**src/rtl/present_pkg.sv**
```systemverilog
// present_pkg: register map, widths and FSM state type shared by the PRESENT bus master
package present_pkg;

    localparam int KEY_W = 80;
    localparam int BLK_W = 64;

    localparam logic [3:0] ADDR_LOAD = 4'h0;
    localparam logic [3:0] ADDR_KEY0 = 4'h1;
    localparam logic [3:0] ADDR_KEY1 = 4'h2;
    localparam logic [3:0] ADDR_KEY2 = 4'h3;
    localparam logic [3:0] ADDR_DAT0 = 4'h4;
    localparam logic [3:0] ADDR_DAT1 = 4'h5;
    localparam logic [3:0] ADDR_RES0 = 4'h6;
    localparam logic [3:0] ADDR_RES1 = 4'h7;
    localparam logic [3:0] ADDR_CTRL = 4'h8;

    typedef enum logic [3:0] {
        S_IDLE,
        S_WR_CTRL,
        S_WR_K0,
        S_WR_K1,
        S_WR_K2,
        S_WR_D0,
        S_WR_D1,
        S_WR_LOAD,
        S_LD_CLR,
        S_WAIT,
        S_RD_HI,
        S_RD_LO,
        S_CAPT
    } state_t;

endpackage

```
**src/rtl/present_bus_master.sv**
```systemverilog
// present_bus_master: writes key/data to the PRESENT peripheral, waits for the core, reads the result back (optional key cache: PRESENT_KEY_CACHE_EN)
module present_bus_master
    import present_pkg::*;
#(
    parameter int WAIT_CYCLES = 40
) (
    input  logic             clk,
    input  logic             iReset,
    input  logic             iStart,
    output logic             oReady,
    input  logic [KEY_W-1:0] iKey,
    input  logic [BLK_W-1:0] iData,
    input  logic             iMode,
    output logic             oChipselect_n,
    output logic             oWrite_n,
    output logic             oRead_n,
    output logic [3:0]       oAddress,
    output logic [31:0]      oWdata,
    input  logic [31:0]      iRdata,
    output logic [BLK_W-1:0] oResult,
    output logic             oValid
);

    localparam int CNT_W = $clog2(WAIT_CYCLES + 1);

    state_t           r_state;
    state_t           w_next;
    logic [KEY_W-1:0] r_key;
    logic [BLK_W-1:0] r_data;
    logic [BLK_W-1:0] r_result;
    logic [CNT_W-1:0] r_cnt;
    logic             w_key_hit;
    logic             w_cs_n;
    logic             w_wr_n;
    logic             w_rd_n;
    logic [3:0]       w_addr;
    logic [31:0]      w_wdata;

    assign oReady  = (r_state == S_IDLE);
    assign oResult = r_result;

`ifdef PRESENT_KEY_CACHE_EN
    logic             r_key_valid;
    logic [KEY_W-1:0] r_last_key;

    // remember the key most recently loaded into the core so a repeat can skip the key writes
    always_ff @(posedge clk or posedge iReset) begin
        if (iReset) begin
            r_key_valid <= 1'b0;
            r_last_key  <= '0;
        end else if (r_state == S_WR_K2) begin
            r_key_valid <= 1'b1;
            r_last_key  <= r_key;
        end
    end

    assign w_key_hit = r_key_valid && (r_key == r_last_key);
`else
    assign w_key_hit = 1'b0;
`endif

    // state register
    always_ff @(posedge clk or posedge iReset) begin
        if (iReset) r_state <= S_IDLE;
        else        r_state <= w_next;
    end

    // next state, and the bus access belonging to that state so it appears in the same cycle
    always_comb begin
        w_next  = r_state;
        w_cs_n  = 1'b1;
        w_wr_n  = 1'b1;
        w_rd_n  = 1'b1;
        w_addr  = oAddress;
        w_wdata = oWdata;
        case (r_state)
            S_IDLE:    w_next = iStart ? S_WR_CTRL : S_IDLE;
            S_WR_CTRL: w_next = w_key_hit ? S_WR_D0 : S_WR_K0;
            S_WR_K0:   w_next = S_WR_K1;
            S_WR_K1:   w_next = S_WR_K2;
            S_WR_K2:   w_next = S_WR_D0;
            S_WR_D0:   w_next = S_WR_D1;
            S_WR_D1:   w_next = S_WR_LOAD;
            S_WR_LOAD: w_next = S_LD_CLR;
            S_LD_CLR:  w_next = S_WAIT;
            S_WAIT:    w_next = (r_cnt == '0) ? S_RD_HI : S_WAIT;
            S_RD_HI:   w_next = S_RD_LO;
            S_RD_LO:   w_next = S_CAPT;
            default:   w_next = S_IDLE;
        endcase
        // WR_CTRL is only entered from IDLE, so the mode comes straight from the accept inputs
        case (w_next)
            S_WR_CTRL: {w_cs_n, w_wr_n, w_addr, w_wdata} = {2'b00, ADDR_CTRL, 31'b0, iMode};
            S_WR_K0:   {w_cs_n, w_wr_n, w_addr, w_wdata} = {2'b00, ADDR_KEY0, r_key[79:48]};
            S_WR_K1:   {w_cs_n, w_wr_n, w_addr, w_wdata} = {2'b00, ADDR_KEY1, r_key[47:16]};
            S_WR_K2:   {w_cs_n, w_wr_n, w_addr, w_wdata} = {2'b00, ADDR_KEY2, 16'b0, r_key[15:0]};
            S_WR_D0:   {w_cs_n, w_wr_n, w_addr, w_wdata} = {2'b00, ADDR_DAT0, r_data[63:32]};
            S_WR_D1:   {w_cs_n, w_wr_n, w_addr, w_wdata} = {2'b00, ADDR_DAT1, r_data[31:0]};
            S_WR_LOAD: {w_cs_n, w_wr_n, w_addr, w_wdata} = {2'b00, ADDR_LOAD, 32'd1};
            S_LD_CLR:  {w_cs_n, w_addr} = {1'b0, ADDR_LOAD};
            S_RD_HI:   {w_cs_n, w_rd_n, w_addr} = {2'b00, ADDR_RES0};
            S_RD_LO:   {w_cs_n, w_rd_n, w_addr} = {2'b00, ADDR_RES1};
            default:   ;
        endcase
    end

    // registered bus outputs; reset releases the bus immediately
    always_ff @(posedge clk or posedge iReset) begin
        if (iReset) begin
            oChipselect_n <= 1'b1;
            oWrite_n      <= 1'b1;
            oRead_n       <= 1'b1;
            oAddress      <= '0;
            oWdata        <= '0;
        end else begin
            oChipselect_n <= w_cs_n;
            oWrite_n      <= w_wr_n;
            oRead_n       <= w_rd_n;
            oAddress      <= w_addr;
            oWdata        <= w_wdata;
        end
    end

    // request latch, wait counter and result capture (read data lags the strobe by one cycle)
    always_ff @(posedge clk or posedge iReset) begin
        if (iReset) begin
            r_key    <= '0;
            r_data   <= '0;
            r_cnt    <= '0;
            r_result <= '0;
            oValid   <= 1'b0;
        end else begin
            oValid <= (r_state == S_CAPT);
            if (r_state == S_IDLE && iStart) begin
                r_key  <= iKey;
                r_data <= iData;
            end
            if (r_state == S_LD_CLR)  r_cnt <= CNT_W'(WAIT_CYCLES - 1);
            else if (r_cnt != '0)     r_cnt <= r_cnt - 1'b1;
            if (r_state == S_RD_LO)   r_result[63:32] <= iRdata;
            if (r_state == S_CAPT)    r_result[31:0]  <= iRdata;
        end
    end

endmodule

```
**config.mk**
```make
export PLATFORM = sky130hd
export DESIGN_NAME = present_bus_master
export DESIGN_NICKNAME = d
export VERILOG_FILES = /design/src/rtl/present_pkg.sv /design/src/rtl/present_bus_master.sv
export SDC_FILE = /design/constraint.sdc
export NUM_CORES = 1
export LEC_CHECK = 0
export ABC_AREA = 0
export CORE_MARGIN = 2
export CORE_UTILIZATION = 47
export CTS_CLUSTER_SIZE = 8
export DETAILED_ROUTE_END_ITERATION = 10
export DONT_BUFFER_PORTS = 1
export SLEW_MARGIN = 20
export SYNTH_ARGS = -nofsm -noshare
export SYNTH_HDL_FRONTEND = slang
export SYNTH_SLANG_ARGS = --single-unit
```
**constraint.sdc**
```tcl
create_clock -name clk -period 9.8 [get_ports clk]
set_input_delay 1.47 -clock clk [delete_from_list [all_inputs] [get_ports clk]]
set_output_delay 1.47 -clock clk [all_outputs]
set_load 0.03 [all_outputs]
```
-- Word-level counts from Yosys, hierarchy flattened
Index checks and enable logic that the tools add are counted.
- add/sub/neg operators: 1
- eq/ne operators: 22
- muxes and demuxes: 10
- reductions and logical operators: 11
- operator list (operator ; count):
    one-hot mux 32 bit (7 select lines) ; 1
    one-hot mux 4 bit (12 select lines) ; 1
    one-hot mux 4 bit (9 select lines) ; 1
    equality test 4 x 3 -> 1 bit (second input constant) ; 8
    equality test 4 bit (second input constant) ; 8
    equality test 4 x 2 -> 1 bit (second input constant) ; 4
    2-to-1 mux 6 bit ; 2
    OR reduction 10 bit ; 1
    nonzero test 9 bit ; 1
    equality test 4 x 1 -> 1 bit (second input constant) ; 2
    nonzero test 7 bit ; 1
    OR reduction 7 bit ; 1
    logical NOT 6 bit ; 1
    nonzero test 6 bit ; 1
    subtractor 6 x 1 -> 6 bit (second input constant) ; 1
    logical NOT 4 bit ; 1
    2-to-1 mux 1 bit ; 4
    OR reduction 2 bit ; 2
    2-to-1 mux 2 bit ; 1
    nonzero test 2 bit ; 1
    logical AND 1 bit ; 1
- register bits after elaboration: 258
- input bits: 180
- output and inout bits: 105
- logic and storage cells: 56

-- Logic depth before layout (Yosys ltp)
- depth in word-level cells: 6
- gate-level depth with buffers: 7
- mapped depth without buffers: 5

-- Worst setup path after synthesis
No wires, ideal clock.
- path kind: register to output
- from: register r_state[1]
- to: output port oReady
- arrival time: 1.419 ns
- data required time: 8.330 ns
- slack: 6.911 ns
- stages on the path, launching flop included: 4
- buffers on the path: 1
- cells stage by stage: dfrtp_1 or2_0 clkbuf_1 nor3_1
- longest elaborated chain between the ends: 1
- RTL lines (element ; line ; text):
    from (decl) ; present_bus_master.sv:26 ; state_t r_state;
    from (signal assigned) ; present_bus_master.sv:65 ; else r_state <= w_next;
    logical NOT 4 bit ; present_bus_master.sv:39 ; assign oReady = (r_state == S_IDLE);
    to (decl) ; present_bus_master.sv:10 ; output logic oReady,
No other way between the ends.

-- Worst setup path after layout
Ends and elaborated chain as after synthesis.

==> flow_summary.yaml <==
status:
  status: "completed"
place:
  port_buffers: 0
  hpwl_um: 15600
  place_inst: 964
  gp_congestion: 0.837
worst_hold_path:
  hold_end: "r_data[21]"
  min_path_type: "register to register"
  min-delay-start: "r_data[21]"
  hold_depth: 1
clock_tree:
  clk_path_buf_depth: 3
  insertion_delay_ns: 0.49
  tritoncts: "yes"
  htree_levels: 2
  clkSinkCount: 258
  ctsResizeCount: 0
  hold_buffers: 0
  postCtsSetupBuffers: 0
  root_buffer: "clkbuf_16"
  cts_made_buffers: 38
  path_clk_slew_ns: 0.05
detailed_routing:
  ant_nets: 0
  vias: 6105
  routed_wl_um: 24200
  routedWlPerCell_um: 23.4
  via_per_inst: 5.92
  drt_iter0_drc: 426
  drc: 0
  firstDrtPassIters: 6
sta:
  finalSetupViolations: 0
  slew_headroom_pct: 28.9
  drv_slew: 0
  max_clock_freq_ghz: 0.263
  worst_pin_slew_ns: 1.06
  tns_ns: 0
  min_period_ns: 3.81
  post-route-period-util_pct: 38.8
  rsz0062_at_grt: "false"
  whs_ns: 0.485
  finClkSkew_ns: 0.0116
  hold_viol_final: 0
power:
  pwr-share-clk_pct: 25.1
  p_sw_uw: 1680
  p_int_uw: 2880
  vdd_drop_max_uv: 158
  power_frac_seq_pct: 50.8
  powerDensity_nw_per_um2: 391
  leakagePower_uw: 0.00508
  p_total_uw: 4560
  combPwrFrac_pct: 24.1
  swShare_pct: 36.9
critical_path:
  cp_max_fo: 14
  crit_arrival_ns: 2.34
  worstReg2RegEnd: "r_key[18]"
  timing.rr.start: "r_state[2]"
  endpoint_kind: "primary output"
  critical_path_class: "register to primary output"
  ff2ff_path_depth: 4
  required_ns: 8.33
  start_kind: "register"
  r2r_slack_ns: 6.44
synth:
  netlist_instances: 720
  async_flop_share_pct: 100
  synth-seq-cells: 258
  synthDistinctLibCells: 44
  synth_nets: 901
  netlist_area_um2: 10300
  synth-warning-count: 0
  syn_area_per_cell_um2: 14.3
  yosysSeqAreaShare_pct: 62.7
  ys.flop_type: "dfrtp_1"
  synth_edf_count: 0
floorplan:
  die_w_um: 152
  initial_core_util_pct: 47.5
  die_h_um: 152
  rows: 54
  die_area_um2: 23100
  io_pins: 285
  core_area_um2: 21700
grt:
  antenna_found_initial: 14
  grt_pass1_vias: 6554
  grt_overflow_total: 0
  grt_pass1_wl_um: 37900
  grt_max_degree: 111
  track_usage_pct: 20.7
job:
  drv_cap: 0
cells_and_area:
  final_core_util_pct: 53.8
  final_common_cell: "dfrtp_1"
  fin_cells: 1032
  final_cell_mix: "dfrtp_1 (255), mux2_2 (158), mux2_1 (50)"
  drive_gt1_share_pct: 30.4
  area_delta_synth_final_pct: 13.2
  fin_nets: 906
metal layers:
layer  track usage (%)  part of all wire (%)
met5                 0                 0.058
met4              7.79                   2.7
met3              8.27                   9.8
met2              32.9                    49
met1              25.5                    38
cells in the mapped netlist (all sizes together), types with 3 or more instances:
cell	instances	area, µm²
dfrtp	255	6380
mux2	208	2340
a22oi	47	353
nand2	39	146
nand3	34	170
buf	33	166
nor2	18	70.1
a222oi	16	160
clkbuf	12	45.0
a21oi	7	46.3
nor3	6	40.0
inv	5	18.8
nand2b	5	31.3
o21ai	4	20.0
dfstp	3	78.8
mux2i	3	30.0
nor2b	3	18.8
how the worst max path moves through the flow:
stage,start,to,slack [ns],depth (start not counted)
after floorplan,iReset,oAddress[0],1.24,1
after global placement,iStart,r_key[6],6.25,3
after detailed placement,iStart,r_key[10],6.18,3
after CTS,r_state[1],oReady,5.99,2
after global routing,r_state[1],oReady,5.87,2
final,r_state[1],oReady,5.99,2
logic make-up (layout without fill, tap and decap cells):
| group | count (synthesis) | in the layout | share of synthesized area (%) |
|---|---|---|---|
| AO/OA/AOI/OAI | 86 | 86 | 6.63 |
| XOR/XNOR | 1 | 1 | 0.0850 |
| adder cells (fa/ha/maj) | 1 | 1 | 0.121 |
| buffers and inverters | 50 | 69 | 2.23 |
| flip-flops | 258 | 258 | 62.7 |
| multiplexers | 211 | 211 | 23.0 |
| other | 0 | 13 | 0 |
| AND/OR/NAND/NOR | 113 | 113 | 5.27 |
state kept, by name, summed over array words and instances (netlist names), 4 cells and up:
register,flops
r_data,64
oResult,64
r_state,4
oWdata,32
oAddress,4
r_key,80
r_cnt,6
cell type report:
class,count,area [µm²]
Antenna cell,13,32.5
Clock buffer,52,1020
Clock inverter,2,17.5
Fill cell,1771,10000
Inverter,5,26.3
Multi-Input combinational cell,412,3670
Sequential cell,258,6460
Tap cell,280,350
Timing Repair Buffer,10,95.1
worst max-delay path, cell delays in order, from the launching register on:
cell and delay (ns):
dfrtp_1 0.52, or2_0 0.46, nor3_1 0.86
stage by stage:
stage                     worst slack, ns  instance area (µm²)
after detailed placement             6.18                10600
after CTS                            5.99                11600
after global placement               6.25                10600
final                                5.99                11700
after global routing                 5.87                11700
after floorplan                      1.24                10300
power by group through the flow:
stage	clock network (µW)	registers, µW	logic, µW
finish	1150	2310	1100
global route	1230	2380	1220
CTS	1180	2310	1110
detailed placement	0	2330	1110
global placement	0	2300	1050
floorplan	0	2180	921
No activity file was read; power rests on OpenSTA's default activity.
